[src/rtl/arvi_mem_pkg.sv]
// arvi_mem_pkg: shared FSM, grant and bus-op types for the memory arbiter
// and any future bus masters on the shared memory bus.
package arvi_mem_pkg;

    localparam int BUS_XLEN = 32;

    typedef enum logic [1:0] {IDLE, BUS, RESP} state_t;

    typedef enum logic {GNT_IC, GNT_DM} gnt_t;

    typedef struct packed {
        logic                    we;
        logic [BUS_XLEN-1:0]     addr;
        logic [BUS_XLEN-1:0]     wdata;
        logic [BUS_XLEN/8-1:0]   be;
    } bus_op_t;

endpackage

[src/rtl/mem_arb_watchdog.sv]
// mem_arb_watchdog: counts unacknowledged bus cycles and flags the cycle that
// would reach LIMIT; used by mem_arbiter only with ARVI_MEM_ARB_TIMEOUT_EN.
module mem_arb_watchdog #(
    parameter int LIMIT = 255
) (
    input  logic i_clk,
    input  logic i_rst,
    input  logic i_clr,
    input  logic i_en,
    output logic o_timeout
);

    localparam int W = $clog2(LIMIT + 1);

    logic [W-1:0] cnt;

    always_ff @(posedge i_clk) begin
        if (i_rst || i_clr)
            cnt <= '0;
        else if (i_en)
            cnt <= cnt + 1'b1;
    end

    // Fires in the LIMIT-th waiting cycle so the bus is held exactly LIMIT cycles.
    assign o_timeout = i_en && cnt == W'(LIMIT - 1);

endmodule

[src/rtl/mem_arbiter.sv]
// mem_arbiter: fixed-priority I-cache/data-port arbiter onto one memory bus.
// Optional bus-ack watchdog enabled by defining ARVI_MEM_ARB_TIMEOUT_EN.
module mem_arbiter
    import arvi_mem_pkg::*;
#(
    parameter int XLEN           = BUS_XLEN,
    parameter bit DATA_PRIORITY  = 1'b1,
    parameter int TIMEOUT_CYCLES = 255
) (
    input  logic              i_clk,
    input  logic              i_rst,
    input  logic              i_ic_req,
    input  logic [XLEN-1:0]   i_ic_addr,
    output logic              o_ic_ready,
    output logic [XLEN-1:0]   o_ic_data,
    input  logic              i_dm_rd,
    input  logic              i_dm_wr,
    input  logic [XLEN-1:0]   i_dm_addr,
    input  logic [XLEN-1:0]   i_dm_wdata,
    input  logic [XLEN/8-1:0] i_dm_be,
    output logic              o_dm_ready,
    output logic [XLEN-1:0]   o_dm_rdata,
    output logic              o_dm_err,
    output logic              o_ic_err,
    output logic              o_bus_req,
    output logic              o_bus_we,
    output logic [XLEN-1:0]   o_bus_addr,
    output logic [XLEN-1:0]   o_bus_wdata,
    output logic [XLEN/8-1:0] o_bus_be,
    input  logic              i_bus_ack,
    input  logic [XLEN-1:0]   i_bus_rdata
);

    state_t  state;
    gnt_t    gnt;
    bus_op_t op;
    logic    timeout;
    logic    dm_req;
    logic    win_dm;

    assign dm_req = i_dm_rd | i_dm_wr;
    assign win_dm = dm_req && (DATA_PRIORITY || !i_ic_req);

    assign o_bus_we    = op.we;
    assign o_bus_addr  = op.addr;
    assign o_bus_wdata = op.wdata;
    assign o_bus_be    = op.be;

`ifdef ARVI_MEM_ARB_TIMEOUT_EN
    mem_arb_watchdog #(.LIMIT(TIMEOUT_CYCLES)) u_watchdog (
        .i_clk     (i_clk),
        .i_rst     (i_rst),
        .i_clr     (state != BUS),
        .i_en      (state == BUS && !i_bus_ack),
        .o_timeout (timeout)
    );
`else
    assign timeout = 1'b0;
`endif

    always_ff @(posedge i_clk) begin
        if (i_rst) begin
            state      <= IDLE;
            gnt        <= GNT_IC;
            op         <= '0;
            o_bus_req  <= 1'b0;
            o_ic_ready <= 1'b0;
            o_dm_ready <= 1'b0;
            o_ic_err   <= 1'b0;
            o_dm_err   <= 1'b0;
            o_ic_data  <= '0;
            o_dm_rdata <= '0;
        end else begin
            o_ic_ready <= 1'b0;
            o_dm_ready <= 1'b0;
            o_ic_err   <= 1'b0;
            o_dm_err   <= 1'b0;
            case (state)
                IDLE: if (i_ic_req || dm_req) begin
                    gnt       <= win_dm ? GNT_DM : GNT_IC;
                    op.we     <= win_dm && i_dm_wr;
                    op.addr   <= win_dm ? i_dm_addr : i_ic_addr;
                    op.wdata  <= win_dm ? i_dm_wdata : '0;
                    op.be     <= (win_dm && i_dm_wr) ? i_dm_be : '1;
                    o_bus_req <= 1'b1;
                    state     <= BUS;
                end
                // timeout is never asserted together with an ack
                BUS: if (i_bus_ack || timeout) begin
                    o_bus_req <= 1'b0;
                    state     <= RESP;
                    if (gnt == GNT_DM) begin
                        o_dm_ready <= 1'b1;
                        o_dm_err   <= timeout;
                        o_dm_rdata <= (op.we || timeout) ? '0 : i_bus_rdata;
                    end else begin
                        o_ic_ready <= 1'b1;
                        o_ic_err   <= timeout;
                        o_ic_data  <= timeout ? '0 : i_bus_rdata;
                    end
                end
                default: state <= IDLE;
            endcase
        end
    end

endmodule

[config.mk]
export PLATFORM = sky130hd
export DESIGN_NAME = mem_arbiter
export DESIGN_NICKNAME = d
export VERILOG_FILES = /design/src/rtl/arvi_mem_pkg.sv /design/src/rtl/mem_arb_watchdog.sv /design/src/rtl/mem_arbiter.sv
export SDC_FILE = /design/constraint.sdc
export NUM_CORES = 1
export LEC_CHECK = 0
export ABC_AREA = 1
export CORE_UTILIZATION = 44
export CTS_CLUSTER_DIAMETER = 40
export DETAILED_ROUTE_END_ITERATION = 10
export MAX_ROUTING_LAYER = met4
export PLACE_DENSITY = 0.82
export SLEW_MARGIN = 5
export SYNTH_ARGS = -nofsm -noshare
export SYNTH_HDL_FRONTEND = slang
export SYNTH_SLANG_ARGS = --single-unit
[constraint.sdc]
create_clock -name i_clk -period 2.5 [get_ports i_clk]
set_input_delay 0.625 -clock i_clk [delete_from_list [all_inputs] [get_ports i_clk]]
set_output_delay 0.625 -clock i_clk [all_outputs]
set_load 0.01 [all_outputs]
# After elaboration in Yosys (flattened, before gate mapping)

Cells that the tools add are included.

Register bits: 139
Input bits: 138

Equal/unequal tests: 3
Muxes and demuxes: 13
Bitwise operators: 4
Reductions and logical operators: 10

Operator list:

| operator           | number |
|---|---|
| $mux 32            | 3 |
| $reduce_and 3->1   | 3 |
| $mux 1             | 5 |
| $mux 2             | 2 |
| $mux 4             | 1 |
| $ne 2x2->1 const B | 2 |
| $pmux 2 s2         | 1 |
| $reduce_and 2->1   | 2 |
| $not 1->1          | 3 |
| $reduce_or 3->1    | 1 |
| $eq 2x1->1 const B | 1 |
| $logic_not 2->1    | 1 |
| $pmux 1 s2         | 1 |
| $reduce_bool 2->1  | 1 |
| $logic_and 1x1->1  | 1 |
| $logic_or 1x1->1   | 1 |
| $or 1x1->1         | 1 |

# Longest topological paths before layout

Depth after elaboration: 4
Depth in mapped cells: 9
Gate-level depth less buffers: 6

# Worst setup path before layout

No wires, ideal clock.

Path kind: input to register
Start: input i_dm_wr
End: register op, in the netlist o_bus_addr[15]
Library setup time: 0.113 ns
Data arrival time: 1.460 ns
Slack: 0.927 ns
Cell stages on the path: 9
Path through: buf_2 nor2_8 nand2_4 nand2_1 buf_6 buf_6 nand2_1 nand2_1 nor2_1

Word-level cells in the longest chain between the ends: 3

RTL lines:

| item                       | RTL line          | source |
|---|---|---|
| start: declaration         | mem_arbiter.sv:17 | `input logic i_dm_wr,` |
| $or 1x1->1 *               | mem_arbiter.sv:41 | `assign dm_req = i_dm_rd \| i_dm_wr;` |
| $logic_or 1x1->1           | mem_arbiter.sv:79 | `IDLE: if (i_ic_req \|\| dm_req) begin` |
| $reduce_and 2->1 (no line) | n/a               |  |
| end: declaration           | mem_arbiter.sv:36 | `bus_op_t op;` |

Every way passes the cells marked *; elsewhere a longest branch is shown, timed or not.
A chain may end at the register's enable or synchronous reset.

# Worst setup path in the final report

Start: register op, in the netlist o_bus_we
End: output o_bus_we

RTL lines:

| item             | RTL line          | source |
|---|---|---|
| end: declaration | mem_arbiter.sv:26 | `output logic o_bus_we,` |

No word-level cell between the ends.

==> metrics.md <==
| Metric | Value |
|---|---|
| Yosys cell types | `20` |
| Synth Register Bits | `139` |
| Fin. Hold Viols | `0` |
| CP bufs+invs | `1` |
| Highest clock rate | `496 MHz` |
| # IOs | `276` |
| Routed Antenna Nets | `0` |
| Cts hold-fix bufs | `0` |
| Worst skew pair latency | `0.41 ns` |
| Seq/Total Area, Yosys | `49.1%` |
| Starting Density | `45.1%` |
| GRT Residual Overflow | `0` |
| Setup-failing EPs final | `0` |
| DR WL/cell | `13.7 um` |
| Critical Path Start Type | `register` |
| TritonCTS buffer count | `17` |
| Crit-path leading delay family | `buffers and inverters` |
| Critical Path RT | `1.88 ns` |
| Crit Path Class | `reg2out` |
| Tightest Hold Check Type | `reg2reg` |
| Slowest-stage cell, CP | `clkdlybuf4s50_1` |
| DR pass1 iterations | `5` |
| Via/cell ratio | `4.77` |
| Antenna Cells | `0` |
| Dpl hpwl | `11800 um` |
| First-pass GRT wire length | `26400 um` |
| Chip height | `116 um` |
| Final TNS setup | `0 ns` |
| # port buffers | `273` |
| Crit path DAT | `1.39 ns` |
| Fin. max-slew vios | `0` |
| CP Max Fanout | `3` |
| Tmin final | `2.01 ns` |
| Drt total wl | `17200 um` |
| CTS tree | `built` |
| Vias in the first global route | `5405` |
| Post-Syn Area | `5670 sq um` |
| Buffer count from post-CTS setup fixing | `0` |
| # DRC | `0` |
| CTS H-tree depth | `4` |
| Largest net degree at the start of global routing | `82` |
| Leak Pwr | `0.00390 uW` |
| Total Power | `6530 uW` |
| Syn avg cell area | `6.96 sq um` |
| Via count | `5974` |
| Proportion of layout cells with a drive suffix above 1 | `5.74%` |
| Fraction of the cycle the final worst path needs | `80.6%` |
| Row cnt | `41` |
| Final GP Congestion | `0.828` |
| RSZ-0062 raised after global routing | `no` |
| Crit. End Element | `output port` |
| Critical Path, Cell by Cell | `clkdlybuf4s50_1` |
| Die ar. | `13300 sq um` |
| Pwr/cell area | `713 nW/um^2` |
| Iteration-0 DRC count of the detailed router | `390` |
| Area grow syn2layout | `61.5%` |
| Status | `finished clean` |
| Clock Skew | `0.00645 ns` |
| Clk slew on worst S/H paths | `0.06 ns` |
| Slew @ Worst Pin | `0.670 ns` |
| Chip width | `116 um` |
| CTS resizes | `0` |
| GRT Total Usage | `26.5%` |
| Cell count after synthesis | `815` |
| Core area | `12600 sq um` |
| Max-cap violations | `0` |
| CTS root buffer | `clkbuf_16` |
| CTS max path bufs | `2` |
| Initial antenna violation count | `0` |
| Peak supply drop | `470 uV` |
| Count of warnings emitted by yosys | `0` |
| Slew headroom | `55.3%` |
| Slowest stage delay, CP | `0.60 ns` |
| # clock sinks | `139` |
| Final Util | `72.9%` |
| Final net count | `1207` |
[synthesized netlist by cell type]
cell type	number	area (sq um)
nand2_1	239	897
nor2_1	163	612
dfxtp_1	139	2780
o21ai_0	63	315
a21oi_1	55	275
nand3_1	43	215
inv_1	41	154
clkbuf_1	23	86.3
buf_2	21	105
buf_6	7	78.8
buf_4	6	45.0
inv_2	3	11.3
nor2_2	3	18.8
nand2_2	2	12.5
nand4_1	2	12.5
clkinv_1	1	3.75
conb_1	1	3.75
nand2_4	1	11.3
nor2_4	1	11.3
nor2_8	1	20.0
[cell usage in the layout (no fill, tap or decap), types with 3 or more instances in the layout]
master / instances
a21oi_1: 55
inv_1: 41
nand2_1: 238
nor2_1: 163
nand3_1: 43
bufinv_16: 5
o21ai_0: 63
nand2_2: 3
inv_6: 3
buf_12: 6
buf_4: 12
nor2_2: 3
inv_2: 4
clkdlybuf4s50_1: 272
clkinv_4: 3
dfxtp_1: 139
clkbuf_16: 17
[worst paths after layout]
path              cells past startpoint                         end              startpoint  slack, ns
setup reg to reg                      6  o_ic_data[28]$_SDFFE_PP0P_   state[0]$_SDFFE_PP0P_       1.00
hold reg to reg                       2      o_bus_req$_SDFFE_PP0P_  o_bus_req$_SDFFE_PP0P_       0.46
hold / removal                        2      o_bus_req$_SDFFE_PP0P_  o_bus_req$_SDFFE_PP0P_       0.46
setup / recovery                      1                    o_bus_we   o_bus_we$_SDFFE_PP0P_       0.49
[layout make-up]
cell class | count | area, sq um
Fill cell | 1013 | 3410
Timing Repair Buffer | 291 | 2940
Sequential cell | 139 | 2780
Multi-Input combinational cell | 575 | 2410
Clock buffer | 18 | 429
Clock inverter | 13 | 215
Tap cell | 172 | 215
Inverter | 45 | 169
[power by group]
part	switching [uW]	internal, uW
clock	977	1780
combinational	618	676
sequential	90.4	2390
total	1680	4840
[flip-flops by register name (all words and copies together), names as in the netlist]
| signal | flops |
|---|---|
| state | 2 |
| o_bus_we | 1 |
| o_bus_req | 1 |
| o_bus_addr | 32 |
| o_ic_data | 32 |
| o_ic_ready | 1 |
| o_bus_wdata | 32 |
| gnt | 1 |
| o_dm_ready | 1 |
| o_dm_rdata | 32 |
| o_bus_be | 4 |
[cell families after synthesis]
| kind of cell | synth area share, % |
|---|---|
| flops | 49.1 |
| simple gates | 31.9 |
| compound gates | 10.4 |
| buf+inv | 8.54 |
| other cells | 0.0661 |
[metal layers]
layer	track usage (%)	routed length (um)	vias to the layer above	part of all wire [%]
met5	-	0	-	0
met4	13.0	554	0	3.2
met2	43.2	8530	214	50
met1	30.8	6990	2681	41
met3	5.86	1110	40	6.5
li1	-	-	3039	-
[metrics by stage]
step                area [sq um]  cells  setup WS (ns)  hold WS [ns]
finish                      9160   1253          0.485         0.460
global route                9160   1253          0.435         0.490
CTS                         9160   1253          0.467         0.466
detailed placement          8520   1222          0.314         0.455
global placement            8520   1222          0.368         0.451
floorplan                   5680    816          0.927         0.467
(Power assumes the default switching activity.)
